## config.mk

```make
export PLATFORM = sky130hd
export DESIGN_NAME = varredor_teclado
export DESIGN_NICKNAME = d
export VERILOG_FILES = /design/src/rtl/varredor_teclado_pkg.sv /design/src/rtl/varredor_teclado_varre_coluna.sv /design/src/rtl/varredor_teclado.sv
export SDC_FILE = /design/constraint.sdc
export NUM_CORES = 1
export LEC_CHECK = 0
export CAP_MARGIN = 20
export CORE_UTILIZATION = 60
export DETAILED_ROUTE_END_ITERATION = 10
export PLACE_DENSITY = 0.8
export SYNTH_ARGS = -nofsm -noshare
export SYNTH_HDL_FRONTEND = slang
export SYNTH_SLANG_ARGS = --single-unit
export TNS_END_PERCENT = 50
```

## constraint.sdc

```tcl
create_clock -name clk -period 11.35 [get_ports clk]
set_clock_uncertainty 0.1 [all_clocks]
set_input_delay 2.27 -clock clk [delete_from_list [all_inputs] [get_ports clk]]
set_output_delay 2.27 -clock clk [all_outputs]
set_load 0.02 [all_outputs]
```

## src/rtl/varredor_teclado_pkg.sv

```systemverilog
// -----------------------------------------------------------------------------
// varredor_teclado_pkg
// Shared definitions for the scanned 4x4 keypad reader:
//   - state_t        : debounce FSM states
//   - scan_result_t  : per-scan classification (valid code / NONE / MULTI)
//   - key-code field positions: column in [3:2], row in [1:0]
//   - classify()     : one-hot / popcount check over the 16 hit bits
// -----------------------------------------------------------------------------
package varredor_teclado_pkg;

  localparam int NUM_COLS = 4;
  localparam int NUM_ROWS = 4;

  // Key-code field positions.
  localparam int CODE_COL_HI = 3;
  localparam int CODE_COL_LO = 2;
  localparam int CODE_ROW_HI = 1;
  localparam int CODE_ROW_LO = 0;

  typedef enum logic [1:0] {
    IDLE    = 2'd0,
    CONFIRM = 2'd1,
    HELD    = 2'd2,
    RELEASE = 2'd3
  } state_t;

  // valid=1           : exactly one key, code is meaningful
  // valid=0, multi=0  : NONE
  // valid=0, multi=1  : MULTI (ghosting or multi-press)
  typedef struct packed {
    logic       valid;
    logic       multi;
    logic [3:0] code;
  } scan_result_t;

  function automatic logic [3:0] make_code(input logic [1:0] col,
                                           input logic [1:0] row);
    logic [3:0] c;
    c = '0;
    c[CODE_COL_HI:CODE_COL_LO] = col;
    c[CODE_ROW_HI:CODE_ROW_LO] = row;
    return c;
  endfunction

  // Hit bit index is col*4+row, which is exactly the key-code layout, so the
  // position of the single set bit is the code itself.
  function automatic scan_result_t classify(input logic [15:0] hits);
    scan_result_t r;
    r = '{valid: 1'b0, multi: 1'b0, code: 4'h0};
    for (int i = 0; i < NUM_COLS * NUM_ROWS; i++) begin
      if (hits[i]) begin
        if (r.valid || r.multi) begin
          r.valid = 1'b0;
          r.multi = 1'b1;
        end else begin
          r.valid = 1'b1;
          r.code  = 4'(i);
        end
      end
    end
    if (r.multi) r.code = 4'h0;
    return r;
  endfunction

endpackage

```

## src/rtl/varredor_teclado_varre_coluna.sv

```systemverilog
// -----------------------------------------------------------------------------
// varre_coluna
// Column scanner: dwell counter plus mod-4 column index, same counting scheme
// as the display digit selector.
//   clk, rst     : clock, synchronous active-high reset
//   col_n[3:0]   : one-cold column strobe, ~(1 << col_idx)
//   col_idx[1:0] : current column
//   last_dwell   : high on the final dwell cycle of the current column
// -----------------------------------------------------------------------------
module varre_coluna
  import varredor_teclado_pkg::*;
#(
  parameter int DWELL = 256
) (
  input  logic       clk,
  input  logic       rst,
  output logic [3:0] col_n,
  output logic [1:0] col_idx,
  output logic       last_dwell
);

  localparam int DW_W = $clog2(DWELL);
  localparam logic [DW_W-1:0] DWELL_LAST = DW_W'(DWELL - 1);

  logic [DW_W-1:0] dwell_cnt;

  // NOTE: state registers use non-blocking assignments so every flop samples
  // the pre-edge value of its neighbours, independent of statement order.
  always_ff @(posedge clk) begin
    if (rst) begin
      dwell_cnt <= '0;
      col_idx   <= 2'd0;
    end else if (last_dwell) begin
      dwell_cnt <= '0;
      col_idx   <= col_idx + 2'd1;  // wraps 3 -> 0
    end else begin
      dwell_cnt <= dwell_cnt + DW_W'(1);
    end
  end

  assign last_dwell = (dwell_cnt == DWELL_LAST);
  assign col_n      = ~(4'b0001 << col_idx);

endmodule

```

## src/rtl/varredor_teclado.sv

```systemverilog
// -----------------------------------------------------------------------------
// varredor_teclado
// Scanned 4x4 keypad reader with whole-scan debounce.
//   clk            : system clock
//   rst            : synchronous active-high reset
//   row_n[3:0]     : keypad rows, active-low, asynchronous
//   col_n[3:0]     : column strobes, active-low, exactly one low
//   key_code[3:0]  : {column, row} of the last accepted key
//   key_valid      : one-cycle pulse on press acceptance
//   key_held       : high from press acceptance to release acceptance
// -----------------------------------------------------------------------------
module varredor_teclado
  import varredor_teclado_pkg::*;
#(
  parameter int DWELL    = 256,
  parameter int DEBOUNCE = 4
) (
  input  logic       clk,
  input  logic       rst,
  input  logic [3:0] row_n,
  output logic [3:0] col_n,
  output logic [3:0] key_code,
  output logic       key_valid,
  output logic       key_held
);

  localparam int CNT_W = $clog2(DEBOUNCE + 1);
  localparam logic [CNT_W-1:0] DEB_C = CNT_W'(DEBOUNCE);

  // ---------------------------------------------------------------- scanner
  logic [1:0] col_idx;
  logic       last_dwell;

  varre_coluna #(.DWELL(DWELL)) u_varre_coluna (
    .clk        (clk),
    .rst        (rst),
    .col_n      (col_n),
    .col_idx    (col_idx),
    .last_dwell (last_dwell)
  );

  // ----------------------------------------------------------- synchroniser
  logic [3:0] row_meta;
  logic [3:0] row_sync;

  always_ff @(posedge clk) begin
    if (rst) begin
      row_meta <= 4'b1111;
      row_sync <= 4'b1111;
    end else begin
      row_meta <= row_n;
      row_sync <= row_meta;
    end
  end

  // --------------------------------------------------------------- sampling
  logic [15:0] hit_q;
  logic        scan_end;
  logic [15:0] hits_now;

  // NOTE: the hit vectors are plain flops rather than a RAM, so they are reset;
  // this keeps a stale hit from a previous run out of the first scan.
  always_ff @(posedge clk) begin
    if (rst) begin
      hit_q <= '0;
    end else if (last_dwell) begin
      hit_q[{col_idx, 2'b00} +: 4] <= ~row_sync;
    end
  end

  assign scan_end = last_dwell && (col_idx == 2'd3);

  // Column 3 is sampled on the same cycle the scan is evaluated, so its hit
  // vector is taken straight from the synchroniser instead of the register.
  assign hits_now = {~row_sync, hit_q[11:0]};

  scan_result_t result;
  assign result = classify(hits_now);

  // ----------------------------------------------------------- debounce FSM
  state_t           state, state_nxt;
  logic [CNT_W-1:0] cnt, cnt_nxt, cnt_inc;
  logic [3:0]       cand, cand_nxt;
  logic [3:0]       code_nxt;
  logic             valid_nxt, held_nxt;
  logic             match_cand, match_key;

  always_ff @(posedge clk) begin
    if (rst) begin
      state     <= IDLE;
      cnt       <= '0;
      cand      <= 4'h0;
      key_code  <= 4'h0;
      key_valid <= 1'b0;
      key_held  <= 1'b0;
    end else begin
      state     <= state_nxt;
      cnt       <= cnt_nxt;
      cand      <= cand_nxt;
      key_code  <= code_nxt;
      key_valid <= valid_nxt;
      key_held  <= held_nxt;
    end
  end

  assign cnt_inc    = cnt + CNT_W'(1);
  assign match_cand = result.valid && (result.code == cand);
  assign match_key  = result.valid && (result.code == key_code);

  // NOTE: every output of this block is assigned a default first, so no path
  // leaves a signal unassigned and no latch is inferred.
  always_comb begin
    state_nxt = state;
    cnt_nxt   = cnt;
    cand_nxt  = cand;
    code_nxt  = key_code;
    valid_nxt = 1'b0;
    held_nxt  = key_held;

    if (scan_end) begin
      unique case (state)
        IDLE: begin
          if (result.valid) begin
            cand_nxt = result.code;
            if (DEBOUNCE == 1) begin
              code_nxt  = result.code;
              valid_nxt = 1'b1;
              held_nxt  = 1'b1;
              cnt_nxt   = '0;
              state_nxt = HELD;
            end else begin
              cnt_nxt   = CNT_W'(1);
              state_nxt = CONFIRM;
            end
          end else begin
            cnt_nxt = '0;
          end
        end

        CONFIRM: begin
          if (match_cand) begin
            if (cnt_inc >= DEB_C) begin
              code_nxt  = cand;
              valid_nxt = 1'b1;
              held_nxt  = 1'b1;
              cnt_nxt   = '0;
              state_nxt = HELD;
            end else begin
              cnt_nxt = cnt_inc;
            end
          end else begin
            cnt_nxt   = '0;
            state_nxt = IDLE;
          end
        end

        HELD: begin
          if (match_key) begin
            cnt_nxt = '0;
          end else if (DEBOUNCE == 1) begin
            held_nxt  = 1'b0;
            cnt_nxt   = '0;
            state_nxt = IDLE;
          end else begin
            cnt_nxt   = CNT_W'(1);
            state_nxt = RELEASE;
          end
        end

        RELEASE: begin
          if (match_key) begin
            cnt_nxt   = '0;
            state_nxt = HELD;
          end else if (cnt_inc >= DEB_C) begin
            held_nxt  = 1'b0;
            cnt_nxt   = '0;
            state_nxt = IDLE;
          end else begin
            cnt_nxt = cnt_inc;
          end
        end

        default: begin
          cnt_nxt   = '0;
          state_nxt = IDLE;
        end
      endcase
    end
  end

endmodule

```

==> flow_summary.json <==
{
  "ys_types": 76,
  "worstMarginPinSlew_ps": 489.8,
  "vias": 2856,
  "post-route-drc-count": 0,
  "max_cap_viol_count": 0,
  "ys_seq_elements": 45,
  "hold_path.class": "flop to flop",
  "setup-violations-final": 0,
  "seqPwrFrac": 0.519,
  "grt_max_degree": 35,
  "drv_slew": 0,
  "ant_nets": 0,
  "pwr_density_cell_nw_per_um2": 91.19,
  "synth_commonest_cells": "dfxtp_1, nor2_1, nand2_1, a21oi_1, inv_1",
  "critical_path_arrival_ps": 4360,
  "drt-total-wl_um": 6742,
  "clock_latency_ps": 290,
  "crit_path_start_kind": "flop",
  "grt_setup_unrepaired": "no",
  "cts_setup_buffers": 0,
  "critPathBufInv": 1,
  "viasPerCell": 6.051,
  "die_area_sq_um": 5573,
  "grt-ovfl-total": 0,
  "grt_pass1_wl_um": 11100,
  "tns_ps": 0,
  "ctsResizeCount": 0,
  "leakage_nw": 1.248,
  "cts-hold-fix-buffers": 0,
  "p_sw_mw": 0.06918,
  "antenna_cells": 0,
  "cp_cell_sequence": "inv_1 > ha_1 > or3b_1 > a31oi_2 > or4_4 > o21a_1 > o21ai_0 > a211o_4 > nor3_2 > xnor2_1 > nand4_1 > nor3_4 > mux2i_1",
  "synth.avg_cell_area_sq_um": 7.937,
  "fp.dieH_um": 74.65,
  "syn_inst": 399,
  "max_stage_delay_ps": 450,
  "cp-end-kind": "flop",
  "top_usage_layer": "met2",
  "switching_share": 0.2202,
  "outcome": "completed",
  "crit_path_top_delay_cell": "or3b_1",
  "clk_pin_slew_ps": 80,
  "synth.area.top_cells": "dfxtp_1, nor2_1, nand2_1, ha_1, a21oi_1",
  "power_frac_clock": 0.387,
  "ys_warn_count": 0,
  "intPower_mw": 0.2450,
  "cts_max_level": 2,
  "start_util": 0.6200,
  "cts_sinks": 45,
  "critPathMaxFanout": 12,
  "synth_top_cell_by_area": "dfxtp_1",
  "ir_worst_vdd_uv": 148.4,
  "grt_util_met1": 0.3417,
  "synth.cell_area_sq_um": 3167,
  "synth_edf_count": 0,
  "place.gp.congestion": 0.8694,
  "crit_family": "simple AND/OR/NAND/NOR gates",
  "hpwl_um": 4985,
  "synthToLayoutAreaGrowth_pct": 8.811,
  "criticalPathCategory": "flop to flop",
  "wire_per_inst_um": 14.28,
  "drt_iter0_markers": 227,
  "grt_pass1_vias": 2511,
  "synth-main-ff-cell": "dfxtp_1",
  "cts_tree": "yes",
  "seq_area_frac_synth": 0.2845,
  "fmax_mhz": 236.1,
  "core-area_sq_um": 5107,
  "timing.final.crit_share": 0.3731,
  "fin_ws_ps": 7115,
  "dpl_cell_area_sq_um": 3302,
  "synth_top_area_share": 0.2845,
  "rrSetupSlack_ps": 7110,
  "gr-usage-all-layers": 0.2552,
  "synthArstFlopShare": 0,
  "p_comb_frac": 0.094,
  "stdcell_area_sq_um": 3446,
  "synth_nets": 416,
  "io_buffer_count": 15,
  "required_ps": 11470,
  "met2_usage": 0.4134,
  "slew_headroom": 0.6690,
  "synth_most_common_cell": "dfxtp_1",
  "first_pass_iters": 4,
  "layoutNonFillerInstCount": 472,
  "fin_crit_ps": 4235,
  "root_buffer": "clkbuf_8",
  "hold_viol": 0,
  "die_w_um": 74.65,
  "fin_nets": 418,
  "antenna_found_initial": 0,
  "cts_made_buffers": 5,
  "std_cell_rows": 26,
  "dp_cells": 463,
  "pin_count": 16,
  "clk_path_buf_depth": 2,
  "globalRouteMet3Util": 0.05221,
  "drive_above_1_share": 0.1070,
  "pre_cts_slack_ps": 6842,
  "holdWs_ps": 305.3
}
==> cell families (layout without fill, tap and decap cells) <==
logic type | after synthesis | count (layout) | share of synthesized area
multiplexers | 6 | 6 | 0.02292
AO/OA/AOI/OAI | 102 | 102 | 0.2469
buffers and inverters | 44 | 47 | 0.05966
XOR/XNOR | 13 | 13 | 0.03595
flip-flops | 45 | 45 | 0.2845
adder cells (fa/ha/maj) | 11 | 11 | 0.04346
AND/OR/NAND/NOR | 178 | 178 | 0.3066
==> per-layer routing <==
layer / wire, um / vias up
met5: 0 / -
met3: 192 / 13
met4: 107 / 0
met2: 3148 / 55
met1: 3293 / 1328
li1: - / 1460
==> worst register-to-register path: cells and delay by family (launching register included) <==
family          cells  cell delay, ps
mux                 1             220
xor+xnor            1             220
fa+ha+maj           1             390
simple gates        5            1580
compound gates      4            1190
flops               1             380
buf+inv             1              90
==> stage by stage <==
| step | power, mW | util |
|---|---|---|
| 6_report | 0.3142 | 0.6747 |
| 5_1_grt | 0.3265 | 0.6747 |
| 4_1_cts | 0.3140 | 0.6693 |
| 3_5_place_dp | 0.1944 | 0.6465 |
| 3_3_place_gp | 0.1938 | 0.6465 |
| 2_1_floorplan | 0.1880 | - |
==> flip-flops by register name, indices dropped and copies added, names as in the netlist <==
name / count
row_meta: 4
cand: 4
u_varre_coluna.dwell_cnt: 8
hit_q: 12
cnt: 3
row_sync: 4
key_code: 4
u_varre_coluna.col_idx: 2
state: 2
key_held: 1
key_valid: 1
==> cell usage in the layout, fill, tap and decap left out, types with 3 or more instances in the layout <==
master,netlist,final
nand3_1,12,12
dfxtp_1,45,45
o31ai_1,5,5
and3_1,7,7
nor2b_1,6,6
nand4_1,3,3
nand2_1,37,37
nor3_1,21,21
mux2i_1,5,5
nor4_1,5,5
o21ai_0,9,9
ha_1,11,11
clkdlybuf4s50_1,0,15
or4_1,4,4
inv_1,23,23
or3_1,4,4
o211ai_1,5,5
clkbuf_8,0,6
xor2_1,6,6
o21a_1,4,4
nor2_1,44,44
a211oi_1,10,10
or2_2,9,9
xnor2_1,7,7
nand2b_1,3,3
a211o_1,4,4
a21oi_1,26,26
and2_1,3,3
==> cell type report <==
| cell class | instances | area, sq um |
|---|---|---|
| multi-input combinational | 310 | 2077 |
| fill | 447 | 1662 |
| sequential | 45 | 900.9 |
| timing repair buffer | 16 | 177.7 |
| tap | 70 | 87.58 |
| clock buffer | 7 | 86.33 |
| inverter | 23 | 86.33 |
| clock inverter | 1 | 30.03 |
==> worst paths after layout <==
kind              cells after the start                    from                  endpoint
setup / recovery                     13   hit_q[0]$_SDFFE_PP0P_  key_code[3]$_SDFFE_PP0P_
hold / removal                        1  row_meta[2]$_SDFF_PP1_    row_sync[2]$_SDFF_PP1_
setup reg to reg                     13   hit_q[0]$_SDFFE_PP0P_  key_code[3]$_SDFFE_PP0P_
hold reg to reg                       1  row_meta[2]$_SDFF_PP1_    row_sync[2]$_SDFF_PP1_
==> power by group through the flow <==
stage | registers [mW] | clock network (mW) | logic [mW]
after floorplan | 0.165 | 0 | 0.0233
after global placement | 0.166 | 0 | 0.0273
after detailed placement | 0.167 | 0 | 0.0279
after CTS | 0.163 | 0.123 | 0.0281
after global routing | 0.163 | 0.131 | 0.0324
final | 0.163 | 0.122 | 0.0296
Power figures use the tool's default switching activity.
